[config.mk]
export PLATFORM = sky130hd
export DESIGN_NAME = miner_job_master_flat
export DESIGN_NICKNAME = d
export VERILOG_FILES = /design/src/rtl/miner_job_master_if.sv /design/src/rtl/miner_job_master.sv /design/src/flat_wrapper.sv
export SDC_FILE = /design/constraint.sdc
export NUM_CORES = 1
export LEC_CHECK = 0
export ABC_AREA = 1
export CAP_MARGIN = 40
export CORE_AREA = 4 4 373 375
export DETAILED_ROUTE_END_ITERATION = 10
export DIE_AREA = 0 0 377 379
export PLACE_DENSITY = 0.55
export REMOVE_ABC_BUFFERS = 1
export SLEW_MARGIN = 20
export SYNTH_ARGS = -nofsm -noshare
export SYNTH_HDL_FRONTEND = slang
export SYNTH_SLANG_ARGS = --single-unit
[constraint.sdc]
create_clock -name clk -period 24.8 [get_ports clk]
set_input_delay 4.96 -clock clk [delete_from_list [all_inputs] [get_ports clk]]
set_output_delay 4.96 -clock clk [all_outputs]
set_load 0.1 [all_outputs]
[src/rtl/miner_job_master_if.sv]
// Job handshake, miner-slave register bus and result signals of miner_job_master.
interface miner_job_master_if;
    logic         job_valid;
    logic         job_ready;
    logic [607:0] job_msg;
    logic [255:0] job_target;
    logic         abort;
    logic [4:0]   mst_address;
    logic [31:0]  mst_writedata;
    logic         mst_write;
    logic         mst_read;
    logic         mst_chipselect;
    logic [31:0]  mst_readdata;
    logic         busy;
    logic         result_valid;
    logic         result_found;
    logic [31:0]  result_nonce;

    modport master (
        input  job_valid, job_msg, job_target, abort, mst_readdata,
        output job_ready, mst_address, mst_writedata, mst_write, mst_read,
               mst_chipselect, busy, result_valid, result_found, result_nonce
    );

    modport slave (
        output job_valid, job_msg, job_target, abort, mst_readdata,
        input  job_ready, mst_address, mst_writedata, mst_write, mst_read,
               mst_chipselect, busy, result_valid, result_found, result_nonce
    );
endinterface

[src/rtl/miner_job_master.sv]
// Loads a mining job into the miner slave, polls its status and reports the
// winning nonce. Bus outputs are a pure function of state and word index.
module miner_job_master #(
    parameter int unsigned POLL_GAP = 16,
    parameter int unsigned RD_LAT   = 1
) (
    input logic               clk,
    input logic               rst,
    miner_job_master_if.master bus
);

    typedef enum logic [3:0] {
        IDLE, WR_TGT, WR_MSG, CTRL0, CTRL1, CTRL3, POLL_WAIT,
        RD_STAT, STAT_WAIT, RD_NONCE, NONCE_WAIT, REPORT
    } state_t;

    localparam logic [7:0] GAP_LOAD = 8'(POLL_GAP - 1);
    localparam logic [1:0] LAT_LOAD = 2'(RD_LAT - 1);

    state_t      state;
    state_t      state_next;
    logic [4:0]  word_idx;
    logic [7:0]  gap_cnt;
    logic [1:0]  lat_cnt;
    logic [31:0] tgt_q [8];
    logic [31:0] msg_q [19];
    logic        found_q;
    logic [31:0] nonce_q;

    always_ff @(posedge clk) begin
        if (rst) state <= IDLE;
        else     state <= state_next;
    end

    always_comb begin
        state_next = state;
        if (state != IDLE && bus.abort) begin
            state_next = IDLE;
        end else begin
            case (state)
                IDLE:       if (bus.job_valid) state_next = WR_TGT;
                WR_TGT:     if (word_idx == 5'd7) state_next = WR_MSG;
                WR_MSG:     if (word_idx == 5'd18) state_next = CTRL0;
                CTRL0:      state_next = CTRL1;
                CTRL1:      state_next = CTRL3;
                CTRL3:      state_next = POLL_WAIT;
                POLL_WAIT:  if (gap_cnt == '0) state_next = RD_STAT;
                RD_STAT:    state_next = STAT_WAIT;
                STAT_WAIT: begin
                    if (lat_cnt == '0) begin
                        if (!bus.mst_readdata[1])    state_next = POLL_WAIT;
                        else if (bus.mst_readdata[0]) state_next = RD_NONCE;
                        else                          state_next = REPORT;
                    end
                end
                RD_NONCE:   state_next = NONCE_WAIT;
                NONCE_WAIT: if (lat_cnt == '0) state_next = REPORT;
                REPORT:     state_next = IDLE;
                default:    state_next = IDLE;
            endcase
        end
    end

    // Counters reload on state entry, so an abort leaves nothing stale behind.
    always_ff @(posedge clk) begin
        if (rst) begin
            word_idx <= '0;
            gap_cnt  <= '0;
            lat_cnt  <= '0;
            found_q  <= 1'b0;
            nonce_q  <= '0;
        end else begin
            if ((state == WR_TGT || state == WR_MSG) && state_next == state)
                word_idx <= word_idx + 5'd1;
            else
                word_idx <= '0;

            if (state_next == POLL_WAIT)
                gap_cnt <= (state == POLL_WAIT) ? gap_cnt - 8'd1 : GAP_LOAD;
            else
                gap_cnt <= '0;

            if (state_next == STAT_WAIT || state_next == NONCE_WAIT)
                lat_cnt <= (state == state_next) ? lat_cnt - 2'd1 : LAT_LOAD;
            else
                lat_cnt <= '0;

            if (state == STAT_WAIT && state_next == REPORT) begin
                found_q <= 1'b0;
                nonce_q <= '0;
            end else if (state == NONCE_WAIT && state_next == REPORT) begin
                found_q <= 1'b1;
                nonce_q <= bus.mst_readdata;
            end
        end
    end

    always_ff @(posedge clk) begin
        if (state == IDLE && bus.job_valid) begin
            for (int unsigned i = 0; i < 8; i++)
                tgt_q[i] <= bus.job_target[32*i +: 32];
            for (int unsigned i = 0; i < 19; i++)
                msg_q[i] <= bus.job_msg[32*i +: 32];
        end
    end

    always_comb begin
        bus.job_ready      = (state == IDLE);
        bus.busy           = (state != IDLE);
        bus.result_valid   = (state == REPORT);
        bus.result_found   = found_q;
        bus.result_nonce   = nonce_q;
        bus.mst_address    = '0;
        bus.mst_writedata  = '0;
        bus.mst_write      = 1'b0;
        bus.mst_read       = 1'b0;
        bus.mst_chipselect = 1'b0;
        case (state)
            WR_TGT: begin
                bus.mst_chipselect = 1'b1;
                bus.mst_write      = 1'b1;
                bus.mst_address    = 5'd2 + word_idx;
                bus.mst_writedata  = tgt_q[word_idx[2:0]];
            end
            WR_MSG: begin
                bus.mst_chipselect = 1'b1;
                bus.mst_write      = 1'b1;
                bus.mst_address    = 5'd11 + word_idx;
                bus.mst_writedata  = msg_q[word_idx];
            end
            CTRL0, CTRL1, CTRL3: begin
                bus.mst_chipselect = 1'b1;
                bus.mst_write      = 1'b1;
                bus.mst_address    = 5'd1;
                bus.mst_writedata  = (state == CTRL0) ? 32'd0 :
                                     (state == CTRL1) ? 32'd1 : 32'd3;
            end
            RD_STAT: begin
                bus.mst_chipselect = 1'b1;
                bus.mst_read       = 1'b1;
                bus.mst_address    = 5'd31;
            end
            RD_NONCE: begin
                bus.mst_chipselect = 1'b1;
                bus.mst_read       = 1'b1;
                bus.mst_address    = 5'd30;
            end
            default: ;
        endcase
    end

endmodule

[src/flat_wrapper.sv]
// flat-port wrapper written by rule: the top's interface ports become plain ports
module miner_job_master_flat 
#(
    parameter int unsigned POLL_GAP = 16,
    parameter int unsigned RD_LAT   = 1
)
  (clk, rst, bus_job_valid, bus_job_msg, bus_job_target, bus_abort, bus_mst_readdata, bus_job_ready, bus_mst_address, bus_mst_writedata, bus_mst_write, bus_mst_read, bus_mst_chipselect, bus_busy, bus_result_valid, bus_result_found, bus_result_nonce);
  miner_job_master_if bus_i ();
  input logic clk;
  input logic rst;
  input wire logic [$bits(bus_i.job_valid)-1:0] bus_job_valid;
  input wire logic [$bits(bus_i.job_msg)-1:0] bus_job_msg;
  input wire logic [$bits(bus_i.job_target)-1:0] bus_job_target;
  input wire logic [$bits(bus_i.abort)-1:0] bus_abort;
  input wire logic [$bits(bus_i.mst_readdata)-1:0] bus_mst_readdata;
  output wire logic [$bits(bus_i.job_ready)-1:0] bus_job_ready;
  output wire logic [$bits(bus_i.mst_address)-1:0] bus_mst_address;
  output wire logic [$bits(bus_i.mst_writedata)-1:0] bus_mst_writedata;
  output wire logic [$bits(bus_i.mst_write)-1:0] bus_mst_write;
  output wire logic [$bits(bus_i.mst_read)-1:0] bus_mst_read;
  output wire logic [$bits(bus_i.mst_chipselect)-1:0] bus_mst_chipselect;
  output wire logic [$bits(bus_i.busy)-1:0] bus_busy;
  output wire logic [$bits(bus_i.result_valid)-1:0] bus_result_valid;
  output wire logic [$bits(bus_i.result_found)-1:0] bus_result_found;
  output wire logic [$bits(bus_i.result_nonce)-1:0] bus_result_nonce;
  assign bus_i.job_valid = bus_job_valid;
  assign bus_i.job_msg = bus_job_msg;
  assign bus_i.job_target = bus_job_target;
  assign bus_i.abort = bus_abort;
  assign bus_i.mst_readdata = bus_mst_readdata;
  assign bus_job_ready = bus_i.job_ready;
  assign bus_mst_address = bus_i.mst_address;
  assign bus_mst_writedata = bus_i.mst_writedata;
  assign bus_mst_write = bus_i.mst_write;
  assign bus_mst_read = bus_i.mst_read;
  assign bus_mst_chipselect = bus_i.mst_chipselect;
  assign bus_busy = bus_i.busy;
  assign bus_result_valid = bus_i.result_valid;
  assign bus_result_found = bus_i.result_found;
  assign bus_result_nonce = bus_i.result_nonce;
  miner_job_master #(.POLL_GAP(POLL_GAP), .RD_LAT(RD_LAT)) u_core (.clk(clk), .rst(rst), .bus(bus_i));
endmodule
==> results.yml <==
critical_path:
  startpoint_type: "flop"
  critPathSlowestCell: "sky130_fd_sc_hd__dfxtp_4"
  worstPathRequired_ns: 19.84
  timing.critical_path.arrival_ns: 5.29
  type_of_the_setup_path_with_the_least_slack: "flop to primary output"
  critical_path.reg2reg.startpoint: "u_core.state[0]"
  critPathCaptureType: "primary output"
  maximum_fanout_along_the_worst_path: 73
  critPathMostFrequentCell: "sky130_fd_sc_hd__buf_4"
  timing.rr.end: "u_core.msg_q[0][12]"
  rr_worst_depth: 10
  cp_slowest_stage_delay_ns: 0.72
  reg2reg_setup_slack_ns: 20.16
  cp_cell_sequence: "buf_4 > buf_4 > buf_4 > o21ai_0 > o22ai_1 > nand2_1 > nand3_1 > o211ai_1 > nand2_1 > clkdlybuf4s50_1 > buf_8"
yosys:
  netlist_top_cells_area: "sky130_fd_sc_hd__edfxtp_1 (72%), sky130_fd_sc_hd__o21ai_0 (6.5%), sky130_fd_sc_hd__nor2_1 (5.0%), sky130_fd_sc_hd__nand2_1 (3.0%), sky130_fd_sc_hd__dfxtp_1 (2.9%)"
  synth-seq-cells: 916
  netlist_instances: 2806
  top_post_synthesis_cells_by_count: "sky130_fd_sc_hd__edfxtp_1 (864), sky130_fd_sc_hd__nor2_1 (473), sky130_fd_sc_hd__o21ai_0 (465)"
  yosys.cell_types.count: 32
  post-synth-top-area-fraction_pct: 72.4
  synth_edf_count: 864
  netlist.top_cell.by_area: "sky130_fd_sc_hd__edfxtp_1"
  synthMostInstantiatedCell: "sky130_fd_sc_hd__edfxtp_1"
  ys_async_sr_fraction_pct: 0
  yosysWarnings: 0
  mappedNetlistArea_um2: 35800
  synth_ff_type: "sky130_fd_sc_hd__edfxtp_1"
  syn_area_per_cell_um2: 12.8
  ys_seq_area_share_pct: 75.3
timing:
  worst_pin_slew_ns: 0.978
  timing.clock.skew_ns: 0.0151
  post-route-min-period_ns: 10.25
  rsz0062_at_grt: "no"
  final.setup.tns_ns: 0
  period_share_pct: 41.3
  achievable-frequency_ghz: 0.0975
  maxSlewViolCount: 0
  final-setup-viol-count: 0
  final-hold-violation-count: 0
  max_slew_margin_pct: 34.8
floorplan:
  coreArea_um2: 135000
  die_x_um: 377
  top_level_ports: 976
  start_util_pct: 26.5
  dieHeight_um: 379
  fp-row-count: 135
  floorplan.die_area_um2: 143000
place:
  gp_routability_congestion: 0.868
  detailedPlacementHpwl_mm: 96.4
  port-buffer-count: 975
  postPlaceCellArea_um2: 49300
power:
  power.sequential.fraction_pct: 49.8
  pwr_density_cell_nw_per_um2: 70.3
  p_int_mw: 2.84
  leakage_nw: 18.4
  p_switching_mw: 0.877
  worst_ir_drop_vdd_mv: 0.0461
  comb_pwr_share_pct: 10.1
  sw_frac_of_total_pct: 23.6
  clock_network_power_share_pct: 40.1
routing:
  detailroute.via_count: 27200
  wl_per_cell_um: 23.9
  wl_mm: 137
  routed_via_density: 4.74
  drtAntennaViolNets: 0
  remaining_drc_errors: 0
  detailedRoute.firstIterationViolations: 2233
  drt-pass1-iter-count: 7
clock_network:
  post-cts-setup-buffer-count: 0
  post_cts_resize_count: 0
  cts.reportedPaths.clkPinSlew_ns: 0.06
  cts_buffers: 104
  cts.root.buffer_cell: "sky130_fd_sc_hd__clkbuf_16"
  number_of_buffers_on_the_longest_clock_path: 3
  clock_tree.htree_level_count: 3
  cts_hold_buf: 0
  number_of_clock_sinks: 916
  clock_insertion_delay_worst_skew_ns: 0.69
  tritoncts: "done"
grt:
  grt_util_all_layers_pct: 18.1
  grt_met3_usage_pct: 5.47
  use_met2_pct: 30.3
  routing_layer_with_the_top_usage_in_global_route: "met2"
  first_global_vias: 27000
  globalRoute.totalOverflow: 0
  grt_start_max_net_pins: 166
  grt_use_met1_pct: 21.9
  antenna_found_initial: 62
  grt_first_pass_wirelength_mm: 186
status:
  status: "complete, no violations"
run:
  max-cap-violations: 0
min_path:
  timing.hold.worst.start: "u_core.lat_cnt[0]"
  hold_removal_path_class: "flop to flop"
  holdPathEnd: "u_core.lat_cnt[0]"
  count_of_cells_along_the_worst_hold_path: 1
final_layout:
  num-fill-cells: 12900
  fin_nets: 4735
  syn_to_final_growth_pct: 47.4
  final_area_um2: 52800
  finish.utilization_pct: 39.0
  final_layout_size_suffix_gt1_share_pct: 8.08
per-stage QoR:
| stage | cells | hold WS, ns | power, mW | setup WS [ns] |
|---|---|---|---|---|
| after floorplan | 2618 | 0.392 | 2.09 | 1.90 |
| after CTS | 5687 | 0.426 | 3.76 | 14.42 |
| final | 5735 | 0.421 | 3.71 | 14.55 |
| after global routing | 5722 | 0.452 | 3.85 | 14.12 |
| after global placement | 5411 | 0.401 | 2.22 | 14.59 |
| after detailed placement | 5497 | 0.418 | 2.25 | 15.00 |
per-layer routing:
metal,vias up,wire length [um]
met5,-,186
met4,28,4340
met3,229,11900
met2,1189,67000
met1,13300,53700
li1,12500,-
worst max-delay path, delay by kind of cell, from the launching register on:
| kind | cells | cell delay [ns] |
|---|---|---|
| buffers and inverters | 5 | 2.79 |
| flip-flops | 1 | 0.72 |
| AO/OA/AOI/OAI | 3 | 0.54 |
| AND/OR/NAND/NOR | 3 | 0.42 |
power by group through the flow:
stage | Sequential, mW | Combinational (mW) | Clock, mW
4_1_cts | 1.85 | 0.376 | 1.53
5_1_grt | 1.85 | 0.400 | 1.59
6_report | 1.85 | 0.376 | 1.49
3_5_place_dp | 1.88 | 0.375 | 0
3_3_place_gp | 1.88 | 0.341 | 0
2_1_floorplan | 1.96 | 0.132 | 0
layout make-up:
cell class | instances | area, um^2 | share of cell area (%)
sequential | 916 | 27000 | 51.1
timing repair buffer | 1104 | 12100 | 22.9
multi-input combinational | 1663 | 7960 | 15.1
clock buffer | 129 | 2740 | 5.18
tap | 1781 | 2230 | 4.22
clock inverter | 61 | 524 | 0.992
inverter | 39 | 171 | 0.325
antenna | 42 | 105 | 0.199
registers in the layout, summed over array words and instances (netlist names):
| register | count |
|---|---|
| u_core.msg_q | 608 |
| u_core.tgt_q | 256 |
| u_core.bus.result_nonce | 32 |
| u_core.gap_cnt | 8 |
| u_core.word_idx | 5 |
| u_core.state | 4 |
| u_core.lat_cnt | 2 |
| u_core.bus.result_found | 1 |
logic make-up after synthesis:
| kind of cell | Yosys count | synth area share (%) |
|---|---|---|
| AND/OR/NAND/NOR | 873 | 9.62 |
| buffers and inverters | 227 | 2.57 |
| AO/OA/AOI/OAI | 779 | 12.2 |
| XOR/XNOR | 4 | 0.0978 |
| adder cells (fa/ha/maj) | 7 | 0.244 |
| flip-flops | 916 | 75.3 |
how the worst max path moves through the flow:
| stage | depth (start not counted) | endpoint | startpoint | slack (ns) |
|---|---|---|---|---|
| final | 11 | bus_mst_writedata[16] | u_core.word_idx[0] | 14.55 |
| after global routing | 13 | bus_mst_writedata[1] | u_core.word_idx[0] | 14.12 |
| after CTS | 15 | bus_mst_writedata[0] | u_core.word_idx[0] | 14.42 |
| after detailed placement | 10 | u_core.msg_q[3][27] | bus_job_valid | 15.00 |
| after global placement | 7 | u_core.msg_q[0][12] | bus_job_valid | 14.59 |
| after floorplan | 2 | u_core.msg_q[0][0] | bus_job_valid | 1.90 |
placed cells by master (no fill, tap or decap), types with 10 or more instances in the layout:
master and instances:
sky130_fd_sc_hd__clkinv_2 26, sky130_fd_sc_hd__clkinv_1 17, sky130_fd_sc_hd__nand3_1 92, sky130_fd_sc_hd__o221ai_1 49, sky130_fd_sc_hd__buf_4 36, sky130_fd_sc_hd__buf_16 49
sky130_fd_sc_hd__inv_1 26, sky130_fd_sc_hd__clkbuf_16 105, sky130_fd_sc_hd__buf_12 10, sky130_fd_sc_hd__diode_2 42, sky130_fd_sc_hd__o22ai_1 134, sky130_fd_sc_hd__a21oi_1 78
sky130_fd_sc_hd__clkbuf_1 22, sky130_fd_sc_hd__buf_8 35, sky130_fd_sc_hd__o211ai_1 39, sky130_fd_sc_hd__o21ai_0 465, sky130_fd_sc_hd__edfxtp_1 864, sky130_fd_sc_hd__dfxtp_1 49
sky130_fd_sc_hd__nand2_1 290, sky130_fd_sc_hd__clkdlybuf4s50_1 974, sky130_fd_sc_hd__nor2_1 470
Note: power is estimated with default switching activity, not from simulation.
